File: src/rtl/pagerank_update_arbiter.sv
// pagerank_update_arbiter
//
// Round-robin front end that shares one pagerank_local_update unit among
// NUM_THREADS scatter threads. Requests are granted one at a time. The next
// request is issued only after the update unit reports that the current one
// has completed. When every thread reports done and no request is pending, the
// gather phase is flagged as complete.
//
// Ports
//   clock, reset                synchronous active-high reset
//   pagerank_enable             global stall; when low, all state holds
//   next_iteration              one-cycle pulse that clears the iteration state
//   req_valid/rank/dest_id      per-thread request, held until req_ack
//   req_ack                     one-cycle capture pulse per thread
//   thread_done                 per-thread level, no more requests this iteration
//   upd_page_rank/upd_dest_id   operands to the update unit
//   upd_ready                   one-cycle issue strobe to the update unit
//   upd_complete                the update unit finished the issued update
//   upd_next_iteration          registered copy of next_iteration
//   grant_id                    thread of the most recent grant
//   busy                        an update is being issued or is outstanding
//   update_count                updates completed this iteration (wraps)
//   gather_operation_complete   level, high once the iteration is drained
module pagerank_update_arbiter #(
  parameter int unsigned NUM_THREADS = 4,
  parameter int unsigned TID_W       = $clog2(NUM_THREADS)
) (
  input  logic                         clock,
  input  logic                         reset,
  input  logic                         pagerank_enable,
  input  logic                         next_iteration,
  input  logic [NUM_THREADS-1:0]       req_valid,
  input  logic [NUM_THREADS-1:0][63:0] req_rank,
  input  logic [NUM_THREADS-1:0][31:0] req_dest_id,
  output logic [NUM_THREADS-1:0]       req_ack,
  input  logic [NUM_THREADS-1:0]       thread_done,
  output logic [63:0]                  upd_page_rank,
  output logic [31:0]                  upd_dest_id,
  output logic                         upd_ready,
  input  logic                         upd_complete,
  output logic                         upd_next_iteration,
  output logic [TID_W-1:0]             grant_id,
  output logic                         busy,
  output logic [31:0]                  update_count,
  output logic                         gather_operation_complete
);

  localparam logic [1:0] StIdle  = 2'd0;
  localparam logic [1:0] StIssue = 2'd1;
  localparam logic [1:0] StWait  = 2'd2;
  localparam logic [1:0] StDone  = 2'd3;

  // Parking last_grant on the highest index makes thread 0 the first winner.
  localparam logic [TID_W-1:0]       LastTid = TID_W'(NUM_THREADS - 1);
  localparam logic [NUM_THREADS-1:0] OneHot0 = NUM_THREADS'(1);

  logic [1:0]       state_q, state_d;
  logic [TID_W-1:0] last_grant_q, last_grant_d;
  logic [TID_W-1:0] grant_id_q, grant_id_d;
  logic [63:0]      rank_q, rank_d;
  logic [31:0]      dest_q, dest_d;
  logic [31:0]      count_q, count_d;
  logic             sticky_q, sticky_d;
  logic             next_iter_q, next_iter_d;

  logic             pick_found;
  logic [TID_W-1:0] pick_idx;
  logic [TID_W-1:0] cand_idx;

  // Walk the requesters starting just after the previous winner.
  always_comb begin
    pick_found = 1'b0;
    pick_idx   = '0;
    cand_idx   = '0;
    for (int unsigned i = 1; i <= NUM_THREADS; i++) begin
      cand_idx = TID_W'((32'(last_grant_q) + i) % NUM_THREADS);
      if (!pick_found && req_valid[cand_idx]) begin
        pick_found = 1'b1;
        pick_idx   = cand_idx;
      end
    end
  end

  always_comb begin
    state_d      = state_q;
    last_grant_d = last_grant_q;
    grant_id_d   = grant_id_q;
    rank_d       = rank_q;
    dest_d       = dest_q;
    count_d      = count_q;
    sticky_d     = sticky_q;
    next_iter_d  = 1'b0;

    if (next_iteration) begin
      // Abandons any outstanding update; operands and grant_id are kept.
      state_d      = StIdle;
      last_grant_d = LastTid;
      count_d      = '0;
      sticky_d     = 1'b0;
      next_iter_d  = 1'b1;
    end else if (!pagerank_enable) begin
      // Remember a completion that lands while stalled so it is not lost.
      if (state_q == StWait && upd_complete) begin
        sticky_d = 1'b1;
      end
    end else begin
      case (state_q)
        StIdle: begin
          if (pick_found) begin
            state_d      = StIssue;
            last_grant_d = pick_idx;
            grant_id_d   = pick_idx;
            rank_d       = req_rank[pick_idx];
            dest_d       = req_dest_id[pick_idx];
          end else if (&thread_done) begin
            state_d = StDone;
          end
        end
        StIssue: state_d = StWait;
        StWait: begin
          if (upd_complete || sticky_q) begin
            state_d  = StIdle;
            count_d  = count_q + 32'd1;
            sticky_d = 1'b0;
          end
        end
        default: state_d = state_q;  // StDone holds until next_iteration
      endcase
    end
  end

  always_ff @(posedge clock) begin
    if (reset) begin
      state_q      <= StIdle;
      last_grant_q <= LastTid;
      grant_id_q   <= '0;
      rank_q       <= '0;
      dest_q       <= '0;
      count_q      <= '0;
      sticky_q     <= 1'b0;
      next_iter_q  <= 1'b0;
    end else begin
      state_q      <= state_d;
      last_grant_q <= last_grant_d;
      grant_id_q   <= grant_id_d;
      rank_q       <= rank_d;
      dest_q       <= dest_d;
      count_q      <= count_d;
      sticky_q     <= sticky_d;
      next_iter_q  <= next_iter_d;
    end
  end

  // Strobes are gated so a stalled issue cycle is presented again on resume.
  assign upd_ready                 = pagerank_enable && (state_q == StIssue);
  assign req_ack                   = upd_ready ? (OneHot0 << grant_id_q) : '0;
  assign upd_page_rank             = rank_q;
  assign upd_dest_id               = dest_q;
  assign grant_id                  = grant_id_q;
  assign update_count              = count_q;
  assign upd_next_iteration        = next_iter_q;
  assign busy                      = (state_q == StIssue) || (state_q == StWait);
  assign gather_operation_complete = (state_q == StDone);

endmodule

File: config.mk
export PLATFORM = sky130hd
export DESIGN_NAME = pagerank_update_arbiter
export DESIGN_NICKNAME = d
export VERILOG_FILES = /design/src/rtl/pagerank_update_arbiter.sv
export SDC_FILE = /design/constraint.sdc
export NUM_CORES = 1
export LEC_CHECK = 0
export BUFFER_PORTS_ARGS = -buffer_cell sky130_fd_sc_hd__buf_2
export CORE_AREA = 8 8 200 202
export CTS_BUF_LIST = sky130_fd_sc_hd__clkbuf_8
export DETAILED_ROUTE_END_ITERATION = 10
export DIE_AREA = 0 0 208 210
export PLACE_DENSITY = 0.52
export SLEW_MARGIN = 20
export SYNTH_ARGS = -nofsm -noshare
export SYNTH_HDL_FRONTEND = slang
export SYNTH_SLANG_ARGS = --single-unit
export TNS_END_PERCENT = 30
File: constraint.sdc
create_clock -name clock -period 1.9 [get_ports clock]
set_clock_uncertainty 0.15 [all_clocks]
set_input_delay 0.475 -clock clock [delete_from_list [all_inputs] [get_ports clock]]
set_output_delay 0.475 -clock clock [all_outputs]
set_load 0.01 [all_outputs]
-- Word-level counts from Yosys, hierarchy flattened
Index checks and enable logic that the tools add are counted.
- register bits after elaboration: 136
- input port bits: 397
- output and inout bits: 138
- word-level logic and storage cells: 77
- add/sub/neg operators: 5
- $lt $le $gt $ge: 5
- equality and inequality tests: 7
- shift operators: 1
- multiplexer cells: 30
- bitwise logic cells: 1
- reduce and logical (&&, ||, !) cells: 20
- operators with widths (operator ; count):
    64-bit binary-select mux with 2-bit select ; 1
    32-bit binary-select mux with 2-bit select ; 1
    64-bit 2-to-1 mux ; 1
    32-bit by 1-bit adder with 32-bit output (second input constant) ; 1
    32-bit 2-to-1 mux ; 1
    2-bit by 3-bit less-than comparator with 1-bit output (second input constant) ; 5
    2-bit 2-to-1 mux ; 7
    1-bit 2-to-1 mux ; 13
    4-bit AND reduction ; 3
    3-bit AND reduction ; 3
    1-bit binary-select mux with 2-bit select ; 4
    2-bit by 1-bit inequality test with 1-bit output (second input constant) ; 3
    2-bit one-hot mux with 3 select lines ; 1
    1-bit logical AND ; 5
    2-bit by 1-bit adder with 2-bit output (second input constant) ; 2
    2-bit adder (second input constant) ; 2
    2-bit == test (second input constant) ; 2
    4-bit 2-to-1 mux ; 1
    1-bit by 2-bit left shift with 4-bit output (first input constant) ; 1
    1-bit zero test ; 3
    3-bit inequality test (second input constant) ; 1
    3-bit nonzero test ; 1
    2-bit by 1-bit == test with 1-bit output (second input constant) ; 1
    2-bit zero test ; 1
    other kinds (4) ; 5

-- Depth between registers and ports, before layout
- depth in word-level cells: 15
- gate-level depth with buffers: 9

-- Least setup slack after synthesis
Ideal clock, no wire load.
- path type: input to register
- start point: input port req_valid[1]
- end point: register dest_q[0] (netlist: upd_dest_id[0])
- setup time: 128 ps
- data arrival time: 1839 ps
- required time: 1622 ps
- slack: -217 ps
- stages: 7
- cells stage by stage: or4_1 nand3_1 nor2_1 nand2_1 buf_2 buf_2 o211ai_1
- longest elaborated chain between the ends: 14
- elaborated cells on any way between the ends: 25
- classes of those cells: mux: 18; reduce/logical: 7
- ends and longest elaborated chain (item ; line ; RTL):
    start: declaration ; 32 ; input logic [NUM_THREADS-1:0] req_valid,
    1-bit binary-select mux with 2-bit select ; 77 ; if (!pick_found && req_valid[cand_idx]) begin
    1-bit 2-to-1 mux (not written as such) ; 77 ;
    1-bit 2-to-1 mux ; 77 ;
    1-bit zero test ; 77 ;
    1-bit logical AND ; 77 ;
    1-bit 2-to-1 mux ; 77 ;
    1-bit zero test ; 77 ;
    1-bit logical AND ; 77 ;
    1-bit 2-to-1 mux ; 77 ;
    1-bit zero test ; 77 ;
    1-bit logical AND ; 77 ;
    2-bit 2-to-1 mux ; 77 ;
    32-bit binary-select mux with 2-bit select ; 114 ; dest_d = req_dest_id[pick_idx];
    32-bit 2-to-1 mux (not written as such) ; 114 ;
    end signal: assignment ; 147 ; dest_q <= dest_d;
    end: declaration ; 61 ; logic [31:0] dest_q, dest_d;
Several ways; a longest one is shown, not always the timed one. The select of a mux whose other input is x is not followed.
A chain may end at the register's enable or synchronous reset.

-- Worst setup path after layout
- start point: register state_q[0]
- end point: output port req_ack[3]
- longest elaborated chain between the ends: 3
- ends and longest elaborated chain (item ; line ; RTL):
    start: declaration ; 57 ; logic [1:0] state_q, state_d;
    start signal: assignment ; 134 ; state_q <= StIdle;
    start signal: assignment ; 143 ; state_q <= state_d;
    2-bit by 1-bit == test with 1-bit output ; 155 ; assign upd_ready = pagerank_enable && (state_q == StIssue);
    1-bit logical AND ; 155 ;
    4-bit 2-to-1 mux ; 156 ; assign req_ack = upd_ready ? (OneHot0 << grant_id_q) : '0;
    end: declaration ; 35 ; output logic [NUM_THREADS-1:0] req_ack,
No other way between the ends.

==> results by group <==
STA
  • Setup repair after global routing missed its margin: yes
  • PnR worst setup slack: -0.352 ns
  • Fin crit share: 1.19
  • Fin. max-slew vios: 0
  • Max Freq: approximately 440 MHz
  • Min Hold Slack: approximately 0.14 ns
  • Hold Fails Final Rpt: 0
  • Finish-stage setup viols: between 100 and 150
  • Rel. slew slack: 0.712
  • Worst-Margin Slew: 0.432 ns
  • Min cycle time layout: 2.25 ns

Placed design
  • Placed inst area: roughly 0.013 sq mm
  • IO Port Bufs: 534
  • DP Cell Count: 2142
  • Gp weighted congestion: about 0.86
  • Final HPWL DP: around 33000 um

Power and ir drop
  • Leak: 7.11 nW
  • Clock power share: 0.326
  • Worst VDD drop: roughly 0.35 mV
  • Internal: about 5.5 mW
  • Net Sw Frac: 0.331
  • Comb power frac: 0.297
  • Tot Pwr: just over 8 mW
  • Sequential power share: 0.378
  • Pwr Density: about 570 mW/mm^2
  • P_sw: 2.72 mW

Detailed routing
  • Pre-antenna DRT Iters: 4
  • Routed wire length: about 44000 um
  • WL/cell: ~20 um
  • Initial drt markers: 431
  • Vias: between 10000 and 15000
  • Vias per cell: 4.86
  • Post-route ant nets: 0
  • DRC errors left: 0

Cells and area
  • Layout cell share with drive strength beyond 1: 0.477
  • Area grow syn2layout: 65.9%
  • Final design utilization: 0.393
  • Non-Filler Instances: around 2200
  • Design area: 0.0145 sq mm
  • Final net count: between 2000 and 2500

Synthesis
  • Yosys reg bits: about 140
  • Fraction of registers with async set/reset: 0
  • Area contributors post-synth: dfxtp_1, mux2i_1, and4_1
  • Post-synthesis average cell area: approximately 8 sq um
  • Synth area leader: dfxtp_1
  • Count of cell types in the netlist: 47
  • Register area share after synthesis: 0.311
  • Top cell type's share of synthesized area: 0.311
  • Most common library cells after synthesis: dfxtp_1, nand2_1, inv_1
  • Most common cell in the synthesized netlist: dfxtp_1
  • Mapped Area: 0.00874 sq mm
  • Ys Warns: 0
  • Mapped Nets: roughly 1500
  • EDFF count, synth: 0
  • Top_reg_cell synth: dfxtp_1
  • Synthesized instance count: between 1000 and 1500

Outcome
  • Violated checks: setup timing
  • Status: complete, but fails checks

Floorplan
  • Core area: 0.0370 sq mm
  • I/O Pins: between 500 and 600
  • Die W: ~210 um
  • Starting Density: 0.237
  • # rows: 71
  • Die height: 210 um
  • Area of the die: 0.0437 sq mm

GRT
  • Total GRT Usage: 0.187
  • Vias in the first global route: roughly 11000
  • First-pass GRT wire length: approximately 64000 um
  • Largest net degree at the start of global routing: 71
  • Total congestion overflow: 0
  • Initial antenna violation count: 7

Worst setup path
  • Kind of critical path: reg -> out
  • WP data required: 1.27 ns
  • Worst setup path start: state_q[0]
  • CP most frequent cell: buf_6
  • Critical path's largest stage delay: 0.34 ns
  • Worst r2r src: state_q[0]
  • Top delay family on crit path: flip-flops
  • WP data arrival: around 1.6 ns
  • Slowest CP cell: dfxtp_2
  • Crit path launch type: flop
  • Critical path peak fanout: 4
  • Worst setup EP type: output pin
  • Worst Path Buf+Inv: 3
  • Cell Chain, Critical Path: buf_6 > ha_4 > and2_4 > buf_6 > and3_4 > buf_6

Clock network
  • CTS root buffer: clkbuf_8
  • CTS tree: yes
  • Worst-path clk slew: around 0.1 ns
  • H-tree depth: 4
  • Clock Path Buffers: 2
  • Clock buffer count from CTS: 17
  • CTS Sinks: around 140
  • Cts hold-fix bufs: 0
  • Insertion delay to the later sink of the worst-skew pair: between 0.4 and 0.5 ns

Run
  • Max_cap viols: 0

Min path
  • Hold Path Class: in -> reg
  • Hold Path Origin: req_dest_id[123]
## state kept, by name, indices dropped and copies added (netlist names)
| register | count |
|---|---|
| sticky_q | 1 |
| upd_page_rank | 64 |
| update_count | 32 |
| grant_id | 2 |
| last_grant_q | 2 |
| state_q | 2 |
| upd_dest_id | 32 |
| upd_next_iteration | 1 |
## power by group through the flow
stage	clock, mW	sequential [mW]	combinational, mW
finish	2.67	3.10	2.44
global route	2.89	3.12	2.63
CTS	2.76	3.10	2.40
detailed placement	0	3.16	2.13
global placement	0	3.16	2.12
floorplan	0	3.21	0.949
## cell type report
cell class | instances | area [sq um]
fillers | 3856 | 22400
flip-flops and latches | 136 | 2740
diodes | 5 | 12.5
well taps | 474 | 593
repair buffers | 702 | 4600
multi-input cells | 759 | 5760
inverters | 106 | 400
clock buffers | 18 | 248
clock inverters | 14 | 164
## routing by layer
metal | share of wire | GRT usage | vias up | wire length [um]
met2 | 0.49 | 0.319 | 383 | 21800
met1 | 0.43 | 0.222 | 5034 | 18900
met5 | 0.00041 | 0 | - | 18
met3 | 0.059 | 0.0560 | 57 | 2600
li1 | - | - | 5291 | -
met4 | 0.025 | 0.0636 | 4 | 1120
## stage by stage
step	worst slack [ns]	TNS (ns)
2_1_floorplan	-0.0260	-1.07
3_3_place_gp	-0.667	-56.08
3_5_place_dp	-0.682	-56.57
4_1_cts	-0.399	-3.31
5_1_grt	-0.436	-22.13
6_report	-0.352	-8.42
## what timing repair did
item	CTS	global route
setup buffers	18	14
resized for setup	96	66
endpoints found under the setup margin	119	132
pin swaps	16	27
cloned	6	4
## worst paths after layout
path | end | slack (ns) | cells after the start
max | req_ack[3] | -0.35 | 6
min | upd_dest_id[27] | 0.14 | 3
max reg2reg | update_count[27] | -0.24 | 10
min reg2reg | upd_dest_id[26] | 0.32 | 2
## cells in the final DEF, fill, tap and decap left out, types with 5 or more instances in the layout
cell type and n:
and4_1 100, dfxtp_1 125, mux2i_4 12, clkbuf_8 18, nor4_4 10, buf_8 5
buf_16 6, nand2_1 113, diode_2 5, xnor2_1 24, buf_12 26, buf_6 25
dfxtp_2 11, o21ai_1 20, mux2i_1 80, o211ai_1 97, nand3_1 8, inv_1 104
mux2i_2 6, o21ai_0 76, buf_4 105, nor3_4 6, nor2_1 38, buf_2 531
a31oi_1 97
## worst min-delay path, stage by stage
cell      delay, ns
buf_2          0.08
mux2i_1        0.05
o211ai_1       0.14
## logic make-up after synthesis
group / synth area share
and+or+nand+nor: 0.217
adders and majority gates: 0.00716
muxes: 0.112
DFF: 0.311
xor gates and xnor gates: 0.0280
AOI/OAI and AO/OA: 0.224
buffers and inverters: 0.0999
No activity file was read; power rests on OpenSTA's default activity.
